## config.mk

```make
export PLATFORM = sky130hd
export DESIGN_NAME = bus_src_mux_reg_flat
export DESIGN_NICKNAME = d
export VERILOG_FILES = /design/src/rtl/bus_src_mux_reg_pkg.sv /design/src/rtl/bus_src_mux_reg_if.sv /design/src/rtl/bus_src_mux_reg_sel.sv /design/src/rtl/bus_src_mux_reg.sv /design/src/flat_wrapper.sv
export SDC_FILE = /design/constraint.sdc
export NUM_CORES = 1
export LEC_CHECK = 0
export CAP_MARGIN = 5
export CORE_MARGIN = 1
export CORE_UTILIZATION = 34
export DETAILED_ROUTE_END_ITERATION = 8
export PLACE_DENSITY = 0.82
export SLEW_MARGIN = 30
export SYNTH_ARGS = -nofsm -noshare
export SYNTH_HDL_FRONTEND = slang
export SYNTH_SLANG_ARGS = --single-unit
```

## constraint.sdc

```tcl
create_clock -name clk -period 2.19 [get_ports clk]
set_input_delay 0.438 -clock clk [delete_from_list [all_inputs] [get_ports clk]]
set_output_delay 0.438 -clock clk [all_outputs]
set_load 0.01 [all_outputs]
```

## src/rtl/bus_src_mux_reg_pkg.sv

```systemverilog
// Shared types and default sizing for the bus source multiplexer.
// The FSM has two states: direct request service and autonomous scan.
package bus_mux_pkg;

  localparam int DEF_DATA_W = 16;
  localparam int DEF_N_SRC  = 10;
  localparam int DEF_SEL_W  = 4;

  typedef enum logic {ST_IDLE, ST_SCAN} state_e;

endpackage

```

## src/rtl/bus_src_mux_reg_if.sv

```systemverilog
// Bus-side signal bundle of the source multiplexer.
// The master modport drives requests and consumes beats; the slave modport is the mux.
interface bus_src_mux_reg_if
  import bus_mux_pkg::*;
#(
  parameter int DATA_W = DEF_DATA_W,
  parameter int N_SRC  = DEF_N_SRC,
  parameter int SEL_W  = DEF_SEL_W
);

  logic [N_SRC*DATA_W-1:0] src_data;
  logic [SEL_W-1:0]        sel;
  logic                    req_valid;
  logic                    req_ready;
  logic                    scan_start;
  logic                    busy;
  logic [DATA_W-1:0]       out_data;
  logic [SEL_W-1:0]        out_idx;
  logic                    out_valid;
  logic                    out_ready;
  logic                    err;
  logic                    err_clr;

  modport master (
    output src_data, sel, req_valid, scan_start, out_ready, err_clr,
    input  req_ready, busy, out_data, out_idx, out_valid, err
  );

  modport slave (
    input  src_data, sel, req_valid, scan_start, out_ready, err_clr,
    output req_ready, busy, out_data, out_idx, out_valid, err
  );

endinterface

```

## src/rtl/bus_src_mux_reg_sel.sv

```systemverilog
// Combinational indexed select over the flattened source vector.
// Indices at or beyond N_SRC yield zero and raise oor.
module bus_src_sel #(
  parameter int DATA_W = 16,
  parameter int N_SRC  = 10,
  parameter int SEL_W  = 4
) (
  input  logic [N_SRC*DATA_W-1:0] src_data,
  input  logic [SEL_W-1:0]        idx,
  output logic [DATA_W-1:0]       data,
  output logic                    oor
);

  always_comb begin
    data = '0;
    oor  = 1'b1;
    for (int i = 0; i < N_SRC; i++) begin
      if (idx == SEL_W'(i)) begin
        data = src_data[i*DATA_W +: DATA_W];
        oor  = 1'b0;
      end
    end
  end

endmodule

```

## src/rtl/bus_src_mux_reg.sv

```systemverilog
// Registered bus-source multiplexer with a one-entry output buffer,
// a sticky out-of-range flag and a scan mode that streams every source in order.
module bus_src_mux_reg
  import bus_mux_pkg::*;
#(
  parameter int DATA_W = DEF_DATA_W,
  parameter int N_SRC  = DEF_N_SRC,
  parameter int SEL_W  = DEF_SEL_W
) (
  input logic              clk,
  input logic              rst_n,
  bus_src_mux_reg_if.slave bus
);

  localparam logic [SEL_W-1:0] LAST_IDX = SEL_W'(N_SRC - 1);

  state_e            state_q;
  logic [SEL_W-1:0]  cnt_q;
  logic [DATA_W-1:0] outData_q;
  logic [SEL_W-1:0]  outIdx_q;
  logic              outValid_q;
  logic              err_q;

  logic              slotFree;
  logic              accept;
  logic              scanLoad;
  logic [SEL_W-1:0]  muxIdx;
  logic [DATA_W-1:0] selData;
  logic              selOor;

  assign slotFree      = !outValid_q || bus.out_ready;
  assign bus.req_ready = (state_q == ST_IDLE) && slotFree;
  assign accept        = bus.req_valid && bus.req_ready;
  assign scanLoad      = (state_q == ST_SCAN) && slotFree;

  // One shared selector: the scan counter owns it while scanning.
  assign muxIdx = (state_q == ST_SCAN) ? cnt_q : bus.sel;

  bus_src_sel #(
    .DATA_W (DATA_W),
    .N_SRC  (N_SRC),
    .SEL_W  (SEL_W)
  ) uSel (
    .src_data (bus.src_data),
    .idx      (muxIdx),
    .data     (selData),
    .oor      (selOor)
  );

  always_ff @(posedge clk) begin
    if (!rst_n) begin
      state_q    <= ST_IDLE;
      cnt_q      <= '0;
      outData_q  <= '0;
      outIdx_q   <= '0;
      outValid_q <= 1'b0;
      err_q      <= 1'b0;
    end else begin
      if (accept) begin
        outData_q  <= selData;
        outIdx_q   <= bus.sel;
        outValid_q <= 1'b1;
      end else if (scanLoad) begin
        outData_q  <= selData;
        outIdx_q   <= cnt_q;
        outValid_q <= 1'b1;
      end else if (bus.out_ready) begin
        outValid_q <= 1'b0;
      end

      // Setting wins over a simultaneous clear.
      if (accept && selOor) begin
        err_q <= 1'b1;
      end else if (bus.err_clr) begin
        err_q <= 1'b0;
      end

      case (state_q)
        ST_IDLE: begin
          if (bus.scan_start && !accept) begin
            state_q <= ST_SCAN;
          end
        end
        ST_SCAN: begin
          if (scanLoad) begin
            if (cnt_q == LAST_IDX) begin
              cnt_q   <= '0;
              state_q <= ST_IDLE;
            end else begin
              cnt_q <= cnt_q + 1'b1;
            end
          end
        end
        default: state_q <= ST_IDLE;
      endcase
    end
  end

  assign bus.out_data  = outData_q;
  assign bus.out_idx   = outIdx_q;
  assign bus.out_valid = outValid_q;
  assign bus.err       = err_q;
  assign bus.busy      = (state_q == ST_SCAN);

endmodule

```

## src/flat_wrapper.sv

```systemverilog
// flat-port wrapper written by rule: the top's interface ports become plain ports
module bus_src_mux_reg_flat import bus_mux_pkg::*;
#(
  parameter int DATA_W = DEF_DATA_W,
  parameter int N_SRC  = DEF_N_SRC,
  parameter int SEL_W  = DEF_SEL_W
)
  (clk, rst_n, bus_src_data, bus_sel, bus_req_valid, bus_scan_start, bus_out_ready, bus_err_clr, bus_req_ready, bus_busy, bus_out_data, bus_out_idx, bus_out_valid, bus_err);
  bus_src_mux_reg_if #(.DATA_W(DATA_W), .N_SRC(N_SRC), .SEL_W(SEL_W)) bus_i ();
  input logic clk;
  input logic rst_n;
  input wire logic [$bits(bus_i.src_data)-1:0] bus_src_data;
  input wire logic [$bits(bus_i.sel)-1:0] bus_sel;
  input wire logic [$bits(bus_i.req_valid)-1:0] bus_req_valid;
  input wire logic [$bits(bus_i.scan_start)-1:0] bus_scan_start;
  input wire logic [$bits(bus_i.out_ready)-1:0] bus_out_ready;
  input wire logic [$bits(bus_i.err_clr)-1:0] bus_err_clr;
  output wire logic [$bits(bus_i.req_ready)-1:0] bus_req_ready;
  output wire logic [$bits(bus_i.busy)-1:0] bus_busy;
  output wire logic [$bits(bus_i.out_data)-1:0] bus_out_data;
  output wire logic [$bits(bus_i.out_idx)-1:0] bus_out_idx;
  output wire logic [$bits(bus_i.out_valid)-1:0] bus_out_valid;
  output wire logic [$bits(bus_i.err)-1:0] bus_err;
  assign bus_i.src_data = bus_src_data;
  assign bus_i.sel = bus_sel;
  assign bus_i.req_valid = bus_req_valid;
  assign bus_i.scan_start = bus_scan_start;
  assign bus_i.out_ready = bus_out_ready;
  assign bus_i.err_clr = bus_err_clr;
  assign bus_req_ready = bus_i.req_ready;
  assign bus_busy = bus_i.busy;
  assign bus_out_data = bus_i.out_data;
  assign bus_out_idx = bus_i.out_idx;
  assign bus_out_valid = bus_i.out_valid;
  assign bus_err = bus_i.err;
  bus_src_mux_reg #(.DATA_W(DATA_W), .N_SRC(N_SRC), .SEL_W(SEL_W)) u_core (.clk(clk), .rst_n(rst_n), .bus(bus_i));
endmodule
```

After elaboration in Yosys (flattened, before gate mapping)
Index checks and enable logic that the tools add are counted.
{"block": "classes", "n_addsub": 1, "eq_ne": 10, "n_mux": 35, "n_bitwise": 1, "reduce_logical": 13}
{"op": "$mux W16", "count": 12}
{"op": "$mux W1", "count": 18}
{"op": "$eq A4 B3 Y1 const B", "count": 4}
{"op": "$mux W4", "count": 4}
{"op": "$eq A4 B4 Y1 const B", "count": 3}
{"op": "$eq A4 B2 Y1 const B", "count": 2}
{"op": "$logic_and A1 B1 Y1", "count": 5}
{"op": "$add A4 B1 Y4 const B", "count": 1}
{"op": "$eq A4 B1 Y1 const B", "count": 1}
{"op": "$logic_not A4 Y1", "count": 1}
{"op": "$reduce_bool A2 Y1", "count": 2}
{"op": "$reduce_bool A3 Y1", "count": 1}
{"op": "$logic_not A1 Y1", "count": 2}
{"op": "$pmux W1 S2", "count": 1}
{"op": "$reduce_and A2 Y1", "count": 1}
{"op": "$logic_or A1 B1 Y1", "count": 1}
{"op": "$not A1 Y1", "count": 1}
{"block": "totals", "regBits": 27, "inputBits": 170, "out_inout_bits": 24, "wordCells": 66}

Depth between registers and ports, before layout
{"block": "logic_depth", "word_depth": 14, "ltp_mapped": 8, "ltp_nobuf": 5}

By module
Synthesis repeated with hierarchy kept, for this count alone.
{"block": "unflattened", "cells_unflattened": 348, "hier_area_um2": 2662.6}
{"module": "bus_src_sel", "instances": 1, "cells_per_inst": 202, "area_each_um2": 1468.9, "seq_area_each_um2": 0.0}
{"module": "bus_src_mux_reg", "instances": 1, "cells_per_inst": 146, "area_each_um2": 1193.6, "seq_area_each_um2": 540.5}

Worst setup path after synthesis
Ideal clock, no wire load.
{"block": "synth_path", "path_kind": "register -> register", "from": "register u_core.state_q, in the netlist u_core.bus.busy", "to": "register u_core.outData_q[0], in the netlist u_core.bus.out_data[0]", "setup_ns": 0.130, "t_arrival_ns": 1.856, "required_time_ns": 2.060, "slack_ns": 0.203, "stages_incl_launch_ff": 8, "n_path_buf": 2, "synth_period_minus_slack_ns": 1.987, "path_cell_list": "dfxtp_1 > buf_2 > mux2_2 > o21ai_1 > buf_2 > a21oi_1 > nor4_1 > o22ai_1"}
{"block": "synth_between", "elab_chain_len": 14, "elab_cells_between_ends": 28, "classes_between": "eq/ne: 9; mux: 13; bitwise: 1; reduce/logical: 5"}
{"element": "from (decl)", "line": "bus_src_mux_reg.sv:17", "rtl": "state_e state_q;"}
{"element": "from (signal assigned)", "line": "bus_src_mux_reg.sv:52", "rtl": "state_q <= ST_IDLE;"}
{"element": "from (signal assigned)", "line": "bus_src_mux_reg.sv:81", "rtl": "state_q <= ST_SCAN;"}
{"element": "from (signal assigned)", "line": "bus_src_mux_reg.sv:88", "rtl": "state_q <= ST_IDLE;"}
{"element": "$mux W4", "line": "bus_src_mux_reg.sv:37", "rtl": "assign muxIdx = (state_q == ST_SCAN) ? cnt_q : bus.sel;"}
{"element": "$logic_not A4 Y1", "line": "bus_src_mux_reg_sel.sv:18", "rtl": "if (idx == SEL_W'(i)) begin"}
{"element": "$mux W16 (10 in series)", "line": "bus_src_mux_reg_sel.sv:18"}
{"element": "$mux W16", "line": "bus_src_mux_reg.sv:63", "rtl": "end else if (scanLoad) begin"}
{"element": "$mux W16", "line": "bus_src_mux_reg.sv:59", "rtl": "if (accept) begin"}
{"element": "to (signal assigned)", "line": "bus_src_mux_reg.sv:60", "rtl": "outData_q <= selData;"}
{"element": "to (signal assigned)", "line": "bus_src_mux_reg.sv:64", "rtl": "outData_q <= selData;"}
{"element": "to (decl)", "line": "bus_src_mux_reg.sv:19", "rtl": "logic [DATA_W-1:0] outData_q;"}
Several ways; a longest one is shown, not always the timed one. The select of a mux whose other input is x is not followed.
A chain may end at the register's enable or synchronous reset.

Worst setup path after layout
{"block": "layout_path", "from": "input port bus_sel[1]", "to": "register u_core.outData_q[8], in the netlist u_core.bus.out_data[8]"}
{"block": "layout_between", "elab_chain_len": 14, "elab_cells_between_ends": 23, "classes_between": "eq/ne: 9; mux: 13; reduce/logical: 1"}
{"element": "from (decl)", "line": "flat_wrapper.sv:13", "rtl": "input wire logic [$bits(bus_i.sel)-1:0] bus_sel;"}
{"element": "$mux W4 (*)", "line": "bus_src_mux_reg.sv:37"}
{"element": "$logic_not A4 Y1", "line": "bus_src_mux_reg_sel.sv:18"}
{"element": "$mux W16 (9 in series)", "line": "bus_src_mux_reg_sel.sv:18"}
{"element": "$mux W16 (*)", "line": "bus_src_mux_reg_sel.sv:18"}
{"element": "$mux W16", "line": "bus_src_mux_reg.sv:63"}
{"element": "$mux W16 (*)", "line": "bus_src_mux_reg.sv:59"}
Every way passes the cells marked *; elsewhere a longest branch is shown, timed or not. The select of a mux whose other input is x is not followed.

==> qor.txt <==
outcome: complete, no violations
slew at the pin closest to its max-slew limit: 0.506 ns
sw power: 644 uW
Setup Skew: 0.00231 ns
Final Hold Fails: 0
Die X: 87.7 um
fmax: 0.472 GHz
pwr dens: 382 nW/um^2
YS warnings: 0
PortBufs: 193
WP data required: 2.33 ns
via count: 3,882
H-tree levels: 1
FF+latch count, synth: 27
crit path DAT: 2.26 ns
CP startpoint: bus_sel[1]
Worst setup EP type: register
area delta synth->final: 102%
crit path cell chain: clkdlybuf4s50_1 > buf_4 > mux2_4 > buf_12 > nand2_1 > a21oi_1 > nor4_2 > o22ai_1
critical path type: input port to register
die area: 7700 sq um
CTS buffer count: 3
wirelength, routed: 12,200 um
Hold Crit Class: register to register
vias per cell: 5.59
CP Launch Type: input port
fin nets: 770
endpoints failing setup: 0
hold-fix buffer count after cts: 0
GRT Total Usage: 0.308
Reg clk slew, reported paths: 0.09 ns
clock share of power: 0.150
die height: 87.7 um
pins over their slew limit: 0
CTS tree: built
distinct cell type count after synthesis: 49
clock sink count: 27
Inserted Diodes: 0
sequential fraction of design power: 0.295
antenna-violating nets left: 0
Reg-to-Reg Start: u_core.bus.busy
VDD IR max: 0.000198 V
FF-to-FF path depth: 6
Pleak: 1.91 nW
Post-DP Area: 4870 sq um
total gr overflow: 0
commonest cells after routing, fill and taps aside: clkdlybuf4s50_1, nand2_1, a21oi_1
R2R Path End: u_core.bus.out_data[8]
DP Wirelength: 9530 um
Combinational Power Share: 0.554
register area share after synthesis: 0.216
Sw Share: 0.334
Mapped Nets: 552
Synth area leader: dfxtp_1
post-layout min period: 2.12 ns
top cells by area, synth: dfxtp_1, nand2_1, a21oi_1
CP max-delay cell: clkdlybuf4s50_1
Slew headroom: 0.663
Setup TNS: 0 ns
Pint: 1.28 mW
Max FO, Critical Path: 13
Worst R2R Setup Slack: 0.14 ns
largest net degree at the start of global routing: 24
Starting Density: 0.360
first drt pass iteration count: 5
max_cap viols: 0
final period utilization: 0.968
vias in the first global route: 3,726
Mapped Area: 2500 sq um
Post-Syn Instances: 382
gpl congestion: 0.965
DRT iter0 DRCs: 296
I/O pins: 194
Crit path largest cell delay: 0.45 ns
Final Cell Area: 5040 sq um
RSZ-0062 raised after global routing: false
Max clock buf depth: 2
CORE AREA: 6940 sq um
initial antenna violation count: 0
synthesized area per cell: 6.54 sq um
floorplan row count: 30
layout cell share with drive strength beyond 1: 0.142
Clock Tree Root: clkbuf_8
global-route wire length before repair: 18,400 um
Clock Latency Late Sink: 0.27 ns
Yosys top cell area share: 0.216
CP endpoint: u_core.bus.out_data[8]
leading cell type in the layout, fill and taps excluded: clkdlybuf4s50_1
routed length per instance: 17.5 um
drt drc: 0
## cell type report
type                    count  area, sq um
flip-flops and latches     27          542
clock buffers               4         45.0
inverters                   3         11.3
well taps                  96          120
fillers                   586         1910
repair buffers            246         2430
multi-input cells         319         1890
## repair_timing
item / 4_1_cts / 5_1_grt
pin swaps: 0 / 1
gates resized for setup: 8 / 8
buffers inserted: 0 / 2
setup endpoints to repair: 8 / 13
## logic make-up (layout without fill, tap and decap cells)
logic type / Yosys count / after routing / synth area share
and+or+nand+nor: 165 / 165 / 0.307
buffers and inverters: 36 / 253 / 0.0691
AOI/OAI and AO/OA: 144 / 144 / 0.356
xor gates and xnor gates: 2 / 2 / 0.00701
muxes: 8 / 8 / 0.0446
DFF: 27 / 27 / 0.216
## sequential cells by signal, indices dropped and copies added, names as in the netlist
name / cells
u_core.bus.out_data: 16
u_core.bus.busy: 1
u_core.bus.out_valid: 1
u_core.bus.out_idx: 4
u_core.cnt_q: 4
u_core.bus.err: 1
## per-layer routing
layer	wire (um)	vias up	GRT usage
met2	5860	226	0.520
met3	1070	20	0.0415
met1	5010	1790	0.402
li1	-	1846	-
met4	235	0	0.106
met5	0	-	0
## worst min-delay path by stage
stage                          startpoint                     to  cells past startpoint
finish                     u_core.bus.err         u_core.bus.err                      2
global route        u_core.bus.out_idx[0]  u_core.bus.out_idx[0]                      2
CTS                        u_core.bus.err         u_core.bus.err                      2
detailed placement         u_core.bus.err         u_core.bus.err                      2
global placement           u_core.bus.err         u_core.bus.err                      2
floorplan                  u_core.bus.err         u_core.bus.err                      2
## critical path, delay by kind of cell
kind,cells,cell delay [ns]
AO/OA/AOI/OAI,2,0.23
AND/OR/NAND/NOR,2,0.48
multiplexers,1,0.32
buffers and inverters,3,0.78
## cells in the mapped netlist, drive strengths merged
| master | instances |
|---|---|
| nand2 | 99 |
| a21oi | 67 |
| dfxtp | 27 |
| nor2 | 21 |
| clkbuf | 19 |
| o21ai | 17 |
| o22ai | 17 |
| a22oi | 15 |
| buf | 14 |
| nor4 | 14 |
| o221ai | 14 |
| nor3 | 5 |
| mux2i | 4 |
| nor2b | 4 |
| inv | 3 |
| nand2b | 3 |
| nand3 | 3 |
| o211ai | 3 |
| or3 | 3 |
| a211oi | 2 |
| a31oi | 2 |
| a32oi | 2 |
| mux2 | 2 |
| mux4 | 2 |
| nand3b | 2 |
| nor3b | 2 |
| o221a | 2 |
| or3b | 2 |
| a2111o | 1 |
| a221oi | 1 |
| and2 | 1 |
| and3b | 1 |
| nand4 | 1 |
| nand4b | 1 |
| nand4bb | 1 |
| o22a | 1 |
| or2 | 1 |
| or4b | 1 |
| xnor2 | 1 |
| xor2 | 1 |
## through the flow
| step | hold slack, ns | setup slack (ns) | std cells | util | power, mW |
|---|---|---|---|---|---|
| CTS | 0.483 | 0.0225 | 693 | 0.715 | 1.89 |
| global route | 0.535 | 0.00845 | 695 | 0.725 | 2.02 |
| finish | 0.480 | 0.0693 | 695 | 0.725 | 1.93 |
| floorplan | 0.489 | 0.203 | 382 | - | 0.970 |
| detailed placement | 0.471 | -0.419 | 689 | 0.702 | 1.59 |
| global placement | 0.457 | -0.370 | 689 | 0.702 | 1.58 |
## power groups by stage
stage          Combinational, mW  Clock, mW  Sequential, mW
3_3_place_gp                1.00          0           0.578
2_1_floorplan              0.380          0           0.589
5_1_grt                     1.14      0.310           0.574
3_5_place_dp                1.01          0           0.578
6_report                    1.07      0.290           0.569
4_1_cts                     1.03      0.288           0.567
Power figures use the tool's default switching activity.
==> edit: new RTL, config.mk and constraints unchanged <==
Reset style: asynchronous (`rst_n`), changed in one clocked block.
--- a/src/rtl/bus_src_mux_reg.sv
+++ b/src/rtl/bus_src_mux_reg.sv
@@ -47,7 +47,7 @@
     .oor      (selOor)
   );
 
-  always_ff @(posedge clk) begin
+  always_ff @(posedge clk or negedge rst_n) begin
     if (!rst_n) begin
       state_q    <= ST_IDLE;
       cnt_q      <= '0;
Formal check against the unedited RTL: differs if rst_n is asserted again (counterexample within 4 cycles, from zero or initial values and one cycle with rst_n low); with rst_n held inactive, the same outputs for 10 cycles.
==> edit against the original RTL <==
Worst setup slack better by 0.0030 ns. Utilization is 8.8 points lower. Area after synthesis is 16% higher. Sequential cell count stayed put. Cell area is 4.0% higher. Die area is 15% higher. Routed wire length is 5.1% higher.
Power is not compared: it rests on default switching activity, and its combinational part moved more than twofold at a synthesized area within 25%.
==> edit: results (changes against the original RTL) <==
[global_route]
grt.total_usage = 0.2902  ; was 0.3080
grt_max_degree = 32  ; was 24
grt_first_pass_wirelength_mm = 19.95  ; was 18.38 mm
grt_pass1_vias = 3989  ; was 3726

[sta]
period_needed_ns = 2.118  ; was 2.121 ns
clock_skew_ns = 0.006737  ; was 0.002313 ns
slew_headroom = 0.4677  ; was 0.6629
holdWs_ns = 0.5195  ; was 0.4803 ns

[layout]
num-nets-final = 748  ; was 770
drive_above_1_share = 0.1057  ; was 0.1419

[logic_synthesis]
yosysTopAreaCell = dfrtp_1  ; was dfxtp_1
syn_inst = 371  ; was 382
synth-compound-area-share = 0.3997  ; was 0.3555
synth_area_leaders = dfrtp_1 23%, o211ai_1 12%, mux2i_1 11%  ; was dfxtp_1 22%, nand2_1 15%, a21oi_1 13%
synth_nets = 541  ; was 552
async_flop_share = 1.000  ; was 0

[drt]
detail_route.iter0.violations = 409  ; was 296
vias = 4083  ; was 3882

[critical_path]
arrival_ns = 1.68  ; was 2.26 ns
crit_fanout = 2  ; was 13
reg2reg_from = u_core.bus.busy$_DFF_PN0_  ; was u_core.bus.busy$_SDFF_PN0_
worstReg2RegEnd = u_core.bus.out_data[7]$_DFFE_PN0P_  ; was u_core.bus.out_data[8]$_SDFFE_PN0P_

[run_status]
status = finished, final reports clean  ; unchanged

[placed_design]
dp.final_hpwl_mm = 10.22  ; was 9.534 mm
postPlaceCellArea_um2 = 5176  ; was 4872 um2
dp_slack_ns = -0.2362  ; was -0.4185 ns

==> edit: cell count changes in the layout (fill, tap and decap cells not counted), moves of 28 or more <==
| cell | unedited run | this run |
|---|---|---|
| a21oi_1 | 67 | 6 |
| a31oi_1 | 2 | 31 |
| mux2i_1 | 2 | 30 |
| nand2_1 | 99 | 41 |
| o211ai_1 | 3 | 45 |
==> edit: power by group <==
part           switching (mW)  internal, mW
clock network           0.165         0.131
registers               0.210         0.743
logic                    2.42          2.30
==> edit: metal layers <==
layer | share of wire | track usage | up-vias
met3 | 0.096 | 0.04773 | 49
met1 | 0.40 | 0.3751 | 1879
li1 | - | - | 1873
met5 | 0 | 0 | -
met4 | 0.030 | 0.09615 | 0
met2 | 0.48 | 0.4861 | 282
==> edit: final cells by class <==
cell class	count	area [um2]
Clock buffer	4	45.04
Fill cell	703	2975
Inverter	5	18.77
Multi-Input combinational cell	303	2024
Sequential cell	27	676.9
Tap cell	105	131.4
Timing Repair Buffer	238	2345
